==> config.mk <==
export PLATFORM = sky130hd
export DESIGN_NAME = mux_nx1_scan
export DESIGN_NICKNAME = d
export VERILOG_FILES = /design/src/rtl/mux_nx1_scan.sv
export SDC_FILE = /design/constraint.sdc
export NUM_CORES = 1
export LEC_CHECK = 0
export CELL_PAD_IN_SITES_DETAIL_PLACEMENT = 1
export CELL_PAD_IN_SITES_GLOBAL_PLACEMENT = 2
export CORE_MARGIN = 3
export CORE_UTILIZATION = 21
export CTS_CLUSTER_SIZE = 24
export DETAILED_ROUTE_END_ITERATION = 10
export HOLD_SLACK_MARGIN = 0.08
export PLACE_DENSITY = 0.77
export SLEW_MARGIN = 15
export SYNTH_ARGS = -nofsm -noshare
export SYNTH_HDL_FRONTEND = slang
export SYNTH_SLANG_ARGS = --single-unit
==> constraint.sdc <==
create_clock -name CLK -period 2.65 [get_ports CLK]
set_clock_uncertainty 0.15 [all_clocks]
set_input_delay 0.795 -clock CLK [delete_from_list [all_inputs] [get_ports CLK]]
set_output_delay 0.795 -clock CLK [all_outputs]
set_load 0.01 [all_outputs]
==> src/rtl/mux_nx1_scan.sv <==
// Registered N:1 multiplexer with a manual select mode and a round-robin scan
// mode that dwells DWELL enabled cycles on each channel.
module mux_nx1_scan #(
  parameter int N     = 4,
  parameter int W     = 8,
  parameter int DWELL = 4,
  parameter int SW    = $clog2(N)
) (
  input  logic           CLK,
  input  logic           RST_N,
  input  logic           EN,
  input  logic           MODE,
  input  logic [SW-1:0]  S,
  input  logic [N*W-1:0] D,
  output logic [W-1:0]   Q,
  output logic [SW-1:0]  CH,
  output logic           VALID,
  output logic           WRAP,
  output logic           ERR
);

  localparam int CW = $clog2(DWELL) + 1;
  localparam logic [CW-1:0] CNT_LAST = CW'(DWELL - 1);
  localparam logic [SW-1:0] CH_LAST  = SW'(N - 1);

  logic [W-1:0]  q_q, q_d;
  logic [SW-1:0] ch_q, ch_d;
  logic [CW-1:0] cnt_q, cnt_d;
  logic          valid_q, valid_d;
  logic          wrap_q, wrap_d;
  logic          err_q, err_d;

  logic [W-1:0]  d_ch [N];
  logic [SW-1:0] nch;
  logic [SW-1:0] sel_idx;
  logic [W-1:0]  sel_data;
  logic          dwell_done;
  logic          at_last;
  logic          s_ok;

  for (genvar gi = 0; gi < N; gi++) begin : g_unpack
    assign d_ch[gi] = D[gi*W +: W];
  end

  // S can only reach N or beyond when N is not a power of two.
  assign s_ok       = (32'(S) < 32'(N));
  assign dwell_done = (cnt_q == CNT_LAST);
  assign at_last    = (ch_q == CH_LAST);

  always_comb begin
    nch = ch_q;
    if (dwell_done) begin
      nch = at_last ? '0 : ch_q + SW'(1);
    end
  end

  assign sel_idx = MODE ? nch : S;

  // Compare against each legal index so an out-of-range S never indexes d_ch.
  always_comb begin
    sel_data = '0;
    for (int k = 0; k < N; k++) begin
      if (sel_idx == SW'(k)) sel_data = d_ch[k];
    end
  end

  always_comb begin
    q_d     = q_q;
    ch_d    = ch_q;
    cnt_d   = cnt_q;
    valid_d = 1'b0;
    wrap_d  = 1'b0;
    err_d   = 1'b0;
    if (EN) begin
      if (MODE) begin
        ch_d    = nch;
        q_d     = sel_data;
        valid_d = 1'b1;
        cnt_d   = dwell_done ? '0 : cnt_q + CW'(1);
        wrap_d  = dwell_done && at_last;
      end else begin
        cnt_d = '0;
        if (s_ok) begin
          ch_d    = S;
          q_d     = sel_data;
          valid_d = 1'b1;
        end else begin
          err_d = 1'b1;
        end
      end
    end
  end

  always_ff @(posedge CLK or negedge RST_N) begin
    if (!RST_N) begin
      q_q     <= '0;
      ch_q    <= '0;
      cnt_q   <= '0;
      valid_q <= 1'b0;
      wrap_q  <= 1'b0;
      err_q   <= 1'b0;
    end else begin
      q_q     <= q_d;
      ch_q    <= ch_d;
      cnt_q   <= cnt_d;
      valid_q <= valid_d;
      wrap_q  <= wrap_d;
      err_q   <= err_d;
    end
  end

  assign Q     = q_q;
  assign CH    = ch_q;
  assign VALID = valid_q;
  assign WRAP  = wrap_q;
  assign ERR   = err_q;

endmodule
# After elaboration in Yosys (flattened, before gate mapping)
# Cells that the tools add are included.
# W data, S select, Z words.
# word_totals
regBits	15
inputBits	38
out_inout_bits	13
elab_cells	26
# op_classes
add_sub_neg	2
eq_ne	5
n_mux	12
reduce_logical	2
# ops
cell	count
$mux W8	4
$eq A2 B2 Y1 const B	3
$mux W2	3
$mux W3	2
$add A3 B1 Y3 const B	1
$eq A3 B2 Y1 const B	1
$mux W1	3
$add A2 B1 Y2 const B	1
$eq A2 B1 Y1 const B	1
$logic_not A2 Y1	1
$logic_and A1 B1 Y1	1

# Depth between registers and ports, before layout
# depth
depth_word	9
mapped_depth	6
mapped_depth_nobuf	6

# Worst setup path after synthesis
# No wires, ideal clock.
# synth_timing
path_type	input-to-reg
startpoint	in MODE
endpoint	reg q_q[0], in the netlist Q[0]
setup_time_ns	0.149
arrival_ns	1.814
t_required_ns	2.351
setup_slack_ns	0.538
cell_stages	5
path_buffers	1
path_cell_list	inv_2 > o311ai_4 > buf_6 > mux2i_1 > o221ai_1
# synth_between
elab_chain_len	6
elab_cells_between_ends	9
classes_between	eq/ne (3); mux (5); reduce/logical (1)
# synth_rtl
element	line	rtl
from (decl)	12	input logic MODE,
$mux W2 (*)	57	assign sel_idx = MODE ? nch : S;
$logic_not A2 Y1	63	if (sel_idx == SW'(k)) sel_data = d_ch[k];
$mux W8 (3 in series)	63	
$mux W8 (*)	63	
to (signal assigned)	103	q_q <= q_d;
to (decl)	26	logic [W-1:0] q_q, q_d;
# Every way passes the cells marked *; elsewhere a longest branch is shown, timed or not.
# A chain may end at the register's enable or synchronous reset.

# Worst setup path after layout
# layout_timing
startpoint	in MODE
endpoint	reg q_q[7], in the netlist Q[7]
# The elaborated chain is that of the path after synthesis.

==> impl_metrics.py <==
metrics = {
    "power": {
        "switchingPower_uw": 214.6,
        "p_comb_share_pct": 36.1,
        "p_per_area_nw_per_um2": 489.4,
        "intPower_uw": 525.6,
        "p_leak_uw": 0.0006335,
        "clkPwrFrac_pct": 25.5,
        "netSwitchingFraction_pct": 28.99,
        "ir_worst_vdd_mv": 0.1868,
        "p_seq_share_pct": 38.4,
        "total_power_uw": 740.3,
    },
    "setup_path": {
        "worstPathRequired_ns": 2.67,
        "r2r_end": "Q[7]",
        "startpoint_type": "input pin",
        "cp_max_fo": 7,
        "crit_type": "input pin to register",
        "arrival_ns": 2.43,
        "reg2reg_from": "CH[0]",
        "ff2ff_path_depth": 6,
        "end_kind": "register",
        "rrSetupSlack_ns": 0.40,
    },
    "final_layout": {
        "finalInstanceArea_um2": 1513,
        "diodes": 0,
        "multiInputGateArea_um2": 459.2,
        "nets": 183,
        "register_area_um2": 375.4,
        "fill_cells": 435,
        "drive_gt1_share_pct": 9.859,
        "final_util_pct": 39.25,
        "synthToLayoutAreaGrowth_pct": 71.98,
    },
    "global_route": {
        "grt-ovfl-total": 0,
        "antenna_found_initial": 0,
        "grt_pass1_wl_mm": 4.830,
        "grt_max_degree": 16,
        "grt_usage_pct": 11.96,
        "grt_pass1_vias": 1025,
    },
    "synth": {
        "synth_ff_type": "dfrtp_1",
        "synthArstFlopShare_pct": 100.0,
        "synth_edf_count": 0,
        "synth_nets": 124,
        "synthTopCellsByArea": "dfrtp_1, mux2i_1, o221ai_1, nand2_1, o311ai_4",
        "synth_area_um2": 879.6,
        "yosysSeqAreaShare_pct": 42.67,
        "syn-instance-count": 84,
        "yosysWarningCount": 0,
        "yosys.area.top_type": "dfrtp_1",
        "avgSynthCellArea_um2": 10.47,
        "yosys_register_bits": 15,
        "ys_types": 32,
        "synth_common_cells": "dfrtp_1, mux2i_1, nand2_1",
        "synth_top_area_share_pct": 42.67,
    },
    "route": {
        "dr.max_layer_used": "met4",
        "wl_met1_mm": 1.232,
        "drc": 0,
        "dr_wl_met3_um": 287,
        "dr.pass1.iters": 4,
        "drtIter0Drc": 26,
        "viasPerCell": 4.742,
        "vias": 901,
        "wire_per_inst_um": 14.78,
        "wl_mm": 2.808,
        "wl_met2_mm": 1.277,
        "antenna_left": 0,
    },
    "timing": {
        "layout_min_cycle_time_ns": 2.413,
        "maxSlewViolCount": 0,
        "final.period_utilization_pct": 91.06,
        "hold_viol_final": 0,
        "finalSetupViolCount": 0,
        "fin_tns_setup_ns": 0,
        "fmax_mhz": 414.4,
        "grt_setup_unrepaired": "no",
        "relSlewSlack_pct": 52.53,
        "worstMarginPinSlew_ns": 0.7089,
    },
    "floorplan": {
        "io_pins": 51,
        "die_area_um2": 5001,
        "rows": 22,
        "core_region_area_um2": 3854,
        "start_util_pct": 22.82,
        "die_w_um": 70.72,
        "die-height_um": 70.72,
    },
    "clocking": {
        "htree_levels": 1,
        "cts_root_buf": "clkbuf_8",
        "clk_latency_ns": 0.25,
        "cts_setup_buffers": 0,
        "clk_pin_slew_ns": 0.06,
        "numCtsBuffers": 3,
        "cts_tree": "built",
        "cts_resized": 0,
        "cts.sinks": 15,
        "ctsLongestPathBuffers": 2,
        "cts.hold.buffers_added": 0,
    },
    "placed_design": {
        "port_buffers": 49,
        "place_area_um2": 1468,
        "post-dp-hpwl_mm": 2.313,
        "place_congestion": 0.8155,
    },
    "worst_hold_path": {
        "hp-class": "register to register",
        "timing.hold.worst_path_depth": 1,
        "whs_endpoint": "cnt_q[0]",
        "min_from": "cnt_q[0]",
    },
    "flow_run": {
        "cap_violations": 0,
    },
    "outcome": {
        "status": "completed",
    },
}
-- area by class of cell --
cell class / count / share of cell area, %
tap: 48 / 3.970
clock buffer: 4 / 2.978
multi-input combinational: 60 / 30.36
sequential: 15 / 24.81
timing repair buffer: 57 / 36.39
inverter: 6 / 1.489
-- cells in the final DEF, fill, tap and decap left out, types with 2 or more instances in the layout --
cell type,instances
buf_4,8
clkbuf_8,3
clkdlybuf4s50_1,49
clkinv_1,2
dfrtp_1,15
ha_1,2
inv_1,3
mux2i_1,15
nand2_1,11
nand2b_1,2
o211ai_1,2
o21ai_1,4
o221ai_1,6
-- power by group through the flow --
stage          Combinational (uW)  Clock (uW)  Sequential [uW]
2_1_floorplan                 105           0              296
3_3_place_gp                  265           0              287
3_5_place_dp                  271           0              287
4_1_cts                       272         195              285
5_1_grt                       294         207              288
6_report                      268         188              284
-- logic make-up after synthesis --
logic type / count (synthesis) / synth area share, %
flops: 15 / 42.67
mux: 16 / 18.78
compound gates: 20 / 18.35
other cells: 1 / 0.4263
fa+ha+maj: 2 / 2.844
buf+inv: 9 / 5.121
simple gates: 21 / 11.81
-- worst max-delay path, stage by stage --
cell	delay, ns
clkdlybuf4s50_1	0.51
inv_2	0.07
buf_4	0.15
o211ai_1	0.59
o22ai_1	0.14
a31oi_1	0.18
-- sequential cells by signal, summed over array words and instances, names as in the netlist --
register	count
Q	8
WRAP	1
cnt_q	3
VALID	1
CH	2
-- how the worst max path moves through the flow --
stage	startpoint	endpoint	slack (ns)	cells after the start
2_1_floorplan	MODE	Q[0]	0.54	5
3_3_place_gp	MODE	Q[5]	0.05	6
3_5_place_dp	MODE	Q[5]	-0.01	6
4_1_cts	MODE	Q[5]	0.24	6
5_1_grt	MODE	Q[5]	0.10	6
6_report	MODE	Q[7]	0.24	6
-- through the flow --
| stage | instances | hold slack (ns) | setup WS, ns |
|---|---|---|---|
| 2_1_floorplan | 84 | 0.3069 | 0.5375 |
| 3_3_place_gp | 186 | 0.3207 | 0.05007 |
| 3_5_place_dp | 186 | 0.3373 | -0.01000 |
| 4_1_cts | 190 | 0.3460 | 0.2373 |
| 5_1_grt | 190 | 0.3569 | 0.1031 |
| 6_report | 190 | 0.3354 | 0.2368 |
-- metal layers --
layer  track usage [%]  vias to the layer above
met5                 0                        -
met4             2.505                        0
met3             4.830                        2
met2             19.88                       47
met1             14.60                      425
li1                  -                      427
Note: power is estimated with default switching activity, not from simulation.
